File: src/rtl/deserializer.sv
// LSB-first serial-to-parallel receiver with a valid/ack holding register.
// Optional trailing even-parity bit per frame is enabled by DESERIALIZER_PARITY_EN.
module deserializer #(
    parameter int DATA_WIDTH   = 8,
    parameter int COUNTER_SIZE = clog2(DATA_WIDTH) + 1
) (
    input  logic                  clock,
    input  logic                  reset,
    input  logic                  data_in,
    input  logic                  data_valid,
    output logic [DATA_WIDTH-1:0] data_out,
    output logic                  out_valid,
    input  logic                  out_ack,
    output logic                  busy,
    output logic                  frame_error,
    output logic                  overrun,
    output logic                  parity_error
);

    function automatic int clog2(input int value);
        int result;
        for (result = 0; (1 << result) < value; result++) begin
        end
        return result;
    endfunction

`ifdef DESERIALIZER_PARITY_EN
    localparam int FRAME_LEN = DATA_WIDTH + 1;
`else
    localparam int FRAME_LEN = DATA_WIDTH;
`endif

    typedef enum logic {
        IDLE  = 1'b0,
        SHIFT = 1'b1
    } state_t;

    state_t                  state;
    logic [DATA_WIDTH-1:0]   shift_reg;
    logic [COUNTER_SIZE-1:0] count;

    logic [DATA_WIDTH:0]     joined;
    logic [DATA_WIDTH-1:0]   shifted;
    logic [DATA_WIDTH-1:0]   word;
    logic [COUNTER_SIZE-1:0] next_count;
    logic                    last_bit;
    logic                    sample_data;
    logic                    word_ok;

    // Count of bits received including the one on data_in this cycle.
    always_comb begin
        joined     = {data_in, shift_reg};
        shifted    = joined[DATA_WIDTH:1];
        next_count = (state == IDLE) ? COUNTER_SIZE'(1) : count + COUNTER_SIZE'(1);
        last_bit   = (next_count == COUNTER_SIZE'(FRAME_LEN));
`ifdef DESERIALIZER_PARITY_EN
        // The parity bit is checked against the stored data, never shifted in.
        sample_data = (next_count <= COUNTER_SIZE'(DATA_WIDTH));
        word        = shift_reg;
        word_ok     = ((^shift_reg) == data_in);
`else
        sample_data = 1'b1;
        word        = shifted;
        word_ok     = 1'b1;
`endif
    end

    assign busy = (state == SHIFT);

`ifndef DESERIALIZER_PARITY_EN
    assign parity_error = 1'b0;
`endif

    always_ff @(posedge clock) begin
        if (reset) begin
            state       <= IDLE;
            shift_reg   <= '0;
            count       <= '0;
            data_out    <= '0;
            out_valid   <= 1'b0;
            frame_error <= 1'b0;
            overrun     <= 1'b0;
`ifdef DESERIALIZER_PARITY_EN
            parity_error <= 1'b0;
`endif
        end else begin
            frame_error <= 1'b0;
            overrun     <= 1'b0;
`ifdef DESERIALIZER_PARITY_EN
            parity_error <= 1'b0;
`endif
            if (out_valid && out_ack) begin
                out_valid <= 1'b0;
            end

            if (data_valid) begin
                if (sample_data) begin
                    shift_reg <= shifted;
                end
                if (last_bit) begin
                    state <= IDLE;
                    count <= '0;
                    if (word_ok) begin
                        // An ack on the completion edge frees the register for the new word.
                        if (!out_valid || out_ack) begin
                            data_out  <= word;
                            out_valid <= 1'b1;
                        end else begin
                            overrun <= 1'b1;
                        end
                    end else begin
`ifdef DESERIALIZER_PARITY_EN
                        parity_error <= 1'b1;
`endif
                    end
                end else begin
                    state <= SHIFT;
                    count <= next_count;
                end
            end else if (state == SHIFT) begin
                frame_error <= 1'b1;
                state       <= IDLE;
                count       <= '0;
            end
        end
    end

endmodule

File: config.mk
export PLATFORM = sky130hd
export DESIGN_NAME = deserializer
export DESIGN_NICKNAME = d
export VERILOG_FILES = /design/src/rtl/deserializer.sv
export SDC_FILE = /design/constraint.sdc
export NUM_CORES = 1
export LEC_CHECK = 0
export ABC_AREA = 1
export CORE_UTILIZATION = 30
export DETAILED_ROUTE_END_ITERATION = 7
export GPL_TIMING_DRIVEN = 1
export PLACE_DENSITY = 0.62
export SLEW_MARGIN = 20
export SYNTH_ARGS = -nofsm -noshare
export SYNTH_HDL_FRONTEND = slang
export SYNTH_SLANG_ARGS = --single-unit
export TNS_END_PERCENT = 50
File: constraint.sdc
create_clock -name clock -period 1.51 [get_ports clock]
set_clock_uncertainty 0.15 [all_clocks]
set_input_delay 0.302 -clock clock [delete_from_list [all_inputs] [get_ports clock]]
set_output_delay 0.302 -clock clock [all_outputs]
set_load 0.01 [all_outputs]
==> run_results.csv <==
group,metric,value,unit
status,status,"finished with violations",
status,violations,"negative setup slack",
synthesis,syn_inst,130,
sta,fin_crit_sh,105,%
placed_design,post-dp-hpwl,1440,um
setup_path,slowest_stage,"dfxtp_2",
power_and_ir_drop,switching_share,22.4,%
cts,insertion_delay,300,ps
setup_path,crit_fanout,8,
cts,clock_sinks,23,
setup_path,critPathMaxStageDelay,350,ps
setup_path,critPathTopFamily,"simple AND/OR/NAND/NOR gates",
synthesis,syn_area_per_cell,7.61,sq um
setup_path,crit_path_start_kind,"flop",
final_layout,layout_commonest_cell,"inv_1",
min_path,hold_path_end,"shift_reg[1]",
setup_path,cp.arrival,1680,ps
floorplan,die_h,59.4,um
cts,cts.clk_slew.worst_paths,110,ps
cts,h-tree-depth,1,
placed_design,dpl_worst_slack,-176,ps
power_and_ir_drop,combPwrFrac,9.4,%
sta,finalSetupTns,-550,ps
drt,remaining_drc_errors,0,
power_and_ir_drop,leakagePower,0.618,nW
grt,grt_first_pass_wirelength,3220,um
final_layout,nets,170,
floorplan,die-area,3530,sq um
floorplan,rows,20,
sta,setup_ws,-73.0,ps
sta,rsz0062_at_grt,"yes",
sta,finalHoldViolCount,0,
floorplan,coreArea,3100,sq um
setup_path,path_cells,"ha_4 > nand2_2 > nand3_4 > nor2_4 > nand3_4 > nand2_2 > inv_1 > nor2_1",
floorplan,io_pins,18,
placed_design,portBuffers,16,
synthesis,yosys_warnings,0,
drt,ant_nets,0,
grt,grt_pass1_vias,785,
floorplan,fp.dieW,59.4,um
synthesis,ys_seq_area_share,46.5,%
min_path,min_path_type,"reg2reg",
synthesis,ys_ff_latch,23,
power_and_ir_drop,power_frac_clock,27.5,%
setup_path,crit_path_end_kind,"flop",
final_layout,final_cell_mix,"inv_1, dfxtp_1, buf_4, nand2_1",
final_layout,syn_to_final_growth,39.7,%
cts,root_buffer,"clkbuf_4",
grt,overflow,0,
drt,firstDrtPassIters,4,
final_layout,diodes,0,
power_and_ir_drop,power.internal,0.763,mW
power_and_ir_drop,power_switching,0.220,mW
min_path,hold-path-cell-count,2,
sta,setup_violations,10,
synthesis,synth_cell_types,23,
setup_path,r2r_slack,-70,ps
setup_path,path_buf_inv,1,
final_layout,largest_reg_flops,8,
min_path,worstHoldStart,"shift_reg[1]",
placed_design,finalWeightedCongestion,0.741,
drt,drt_iter0_markers,17,
setup_path,reg2reg_depth,8,
power_and_ir_drop,power_density,711,nW/um^2
sta,fmax,632,MHz
synthesis,syn_nets,136,
sta,slew_violations,0,
drt,avgRoutedWirePerCell,9.48,um
setup_path,rr_startpoint,"count[1]",
final_layout,fillers,329,
synthesis,synth_area,990,sq um
setup_path,crit_required,1610,ps
sta,post-route-min-period,1580,ps
grt,grt_use_total,12.4,%
final_layout,drive_gt1_share,27.6,%
power_and_ir_drop,power_frac_seq,63.1,%
cts,cts_tree,"done",
grt,antenna_found_initial,0,
cts,hold_buffers,0,
setup_path,crit_type,"reg2reg",
power_and_ir_drop,ir_worst_vdd,0.259,mV
floorplan,initial_core_util,31.9,%
cts,cts_buffer_depth,2,
setup_path,r2r-end,"data_out[3]",
drt,vias,884,
job,cap_violations,0,
drt,drt-total-wl,1960,um
drt,via_per_inst,4.27,
cts,cts_inserted_buffers,3,
grt,grt_max_degree,13,
-- stage by stage --
step                hold slack [ps]  utilization, %  area (sq um)  total power, mW  instances
detailed placement              336            41.3          1280            0.722        197
floorplan                       221               -           992            0.676        130
global placement                319            41.3          1280            0.721        197
finish                          353            44.6          1380            0.984        207
global route                    369            44.6          1380             1.03        207
CTS                             355            43.9          1360             1.00        206
-- Yosys cell counts --
cell type / count / share of area, %
buf_2: 1 / 0.51
o22ai_1: 7 / 4.4
nand3_1: 4 / 2.0
inv_1: 30 / 11
o21ai_0: 2 / 1.0
a21oi_1: 1 / 0.51
nor2_4: 1 / 1.1
nor4_1: 1 / 0.63
clkinv_1: 2 / 0.76
dfxtp_1: 23 / 47
o32ai_1: 1 / 0.89
buf_4: 1 / 0.76
nand4_1: 9 / 5.7
nand3_2: 1 / 1.0
nand2_1: 23 / 8.7
clkbuf_1: 3 / 1.1
nand2_2: 2 / 1.3
buf_6: 1 / 1.1
nand3_4: 2 / 3.5
o31ai_1: 1 / 0.76
nor2_1: 12 / 4.6
conb_1: 1 / 0.38
ha_1: 1 / 1.3
-- power by group through the flow --
stage          logic [mW]  clock network [mW]  registers (mW)
2_1_floorplan      0.0410                   0           0.635
3_3_place_gp       0.0879                   0           0.633
3_5_place_dp       0.0888                   0           0.633
4_1_cts            0.0921               0.289           0.621
5_1_grt             0.101               0.306           0.622
6_report           0.0923               0.271           0.620
-- how the worst max path moves through the flow --
stage                        start           to  slack [ps]  depth (start not counted)
after floorplan           count[0]  data_out[0]          10                          8
after global placement     out_ack  data_out[2]        -130                          7
after detailed placement   out_ack  data_out[3]        -180                          7
after CTS                 count[0]  data_out[2]         -30                         10
after global routing      count[1]  data_out[1]        -180                         10
final                     count[1]  data_out[3]         -70                          8
-- routing by layer --
| layer | global-route usage [%] | vias up | routed length (um) | share of wire, % |
|---|---|---|---|---|
| met1 | 14.1 | 392 | 926 | 47 |
| met2 | 21.2 | 20 | 948 | 48 |
| met3 | 1.31 | 2 | 58 | 3.0 |
| met4 | 9.18 | 0 | 29 | 1.5 |
| li1 | - | 470 | - | - |
| met5 | 0 | - | 0 | 0 |
-- layout make-up --
class	count	area, sq um	area share, %
Clock buffer	4	26.3	1.90
Inverter	32	120	8.69
Multi-Input combinational cell	69	407	29.4
Sequential cell	23	467	33.8
Tap cell	44	55.1	3.98
Timing Repair Buffer	35	308	22.3
-- cells by family (layout without fill, tap and decap cells) --
logic type | after synthesis | after routing | share of synthesized area [%]
buf+inv | 38 | 71 | 15.7
simple gates | 55 | 55 | 28.6
flops | 23 | 23 | 46.5
other cells | 1 | 1 | 0.379
fa+ha+maj | 1 | 1 | 1.26
compound gates | 12 | 12 | 7.59
-- timing repair --
item,4_1_cts,5_1_grt
pin swaps,8,9
setup endpoints to repair,22,10
endpoints found under the hold margin,0,0
resized for setup,24,8
setup buffers,5,1
-- worst reg2reg max path, delay by kind of cell, from the launching register on --
family / cells / cell delay (ps)
adder cells (fa/ha/maj): 1 / 230
flip-flops: 1 / 350
AND/OR/NAND/NOR: 6 / 750
buffers and inverters: 1 / 40
(Power assumes the default switching activity.)
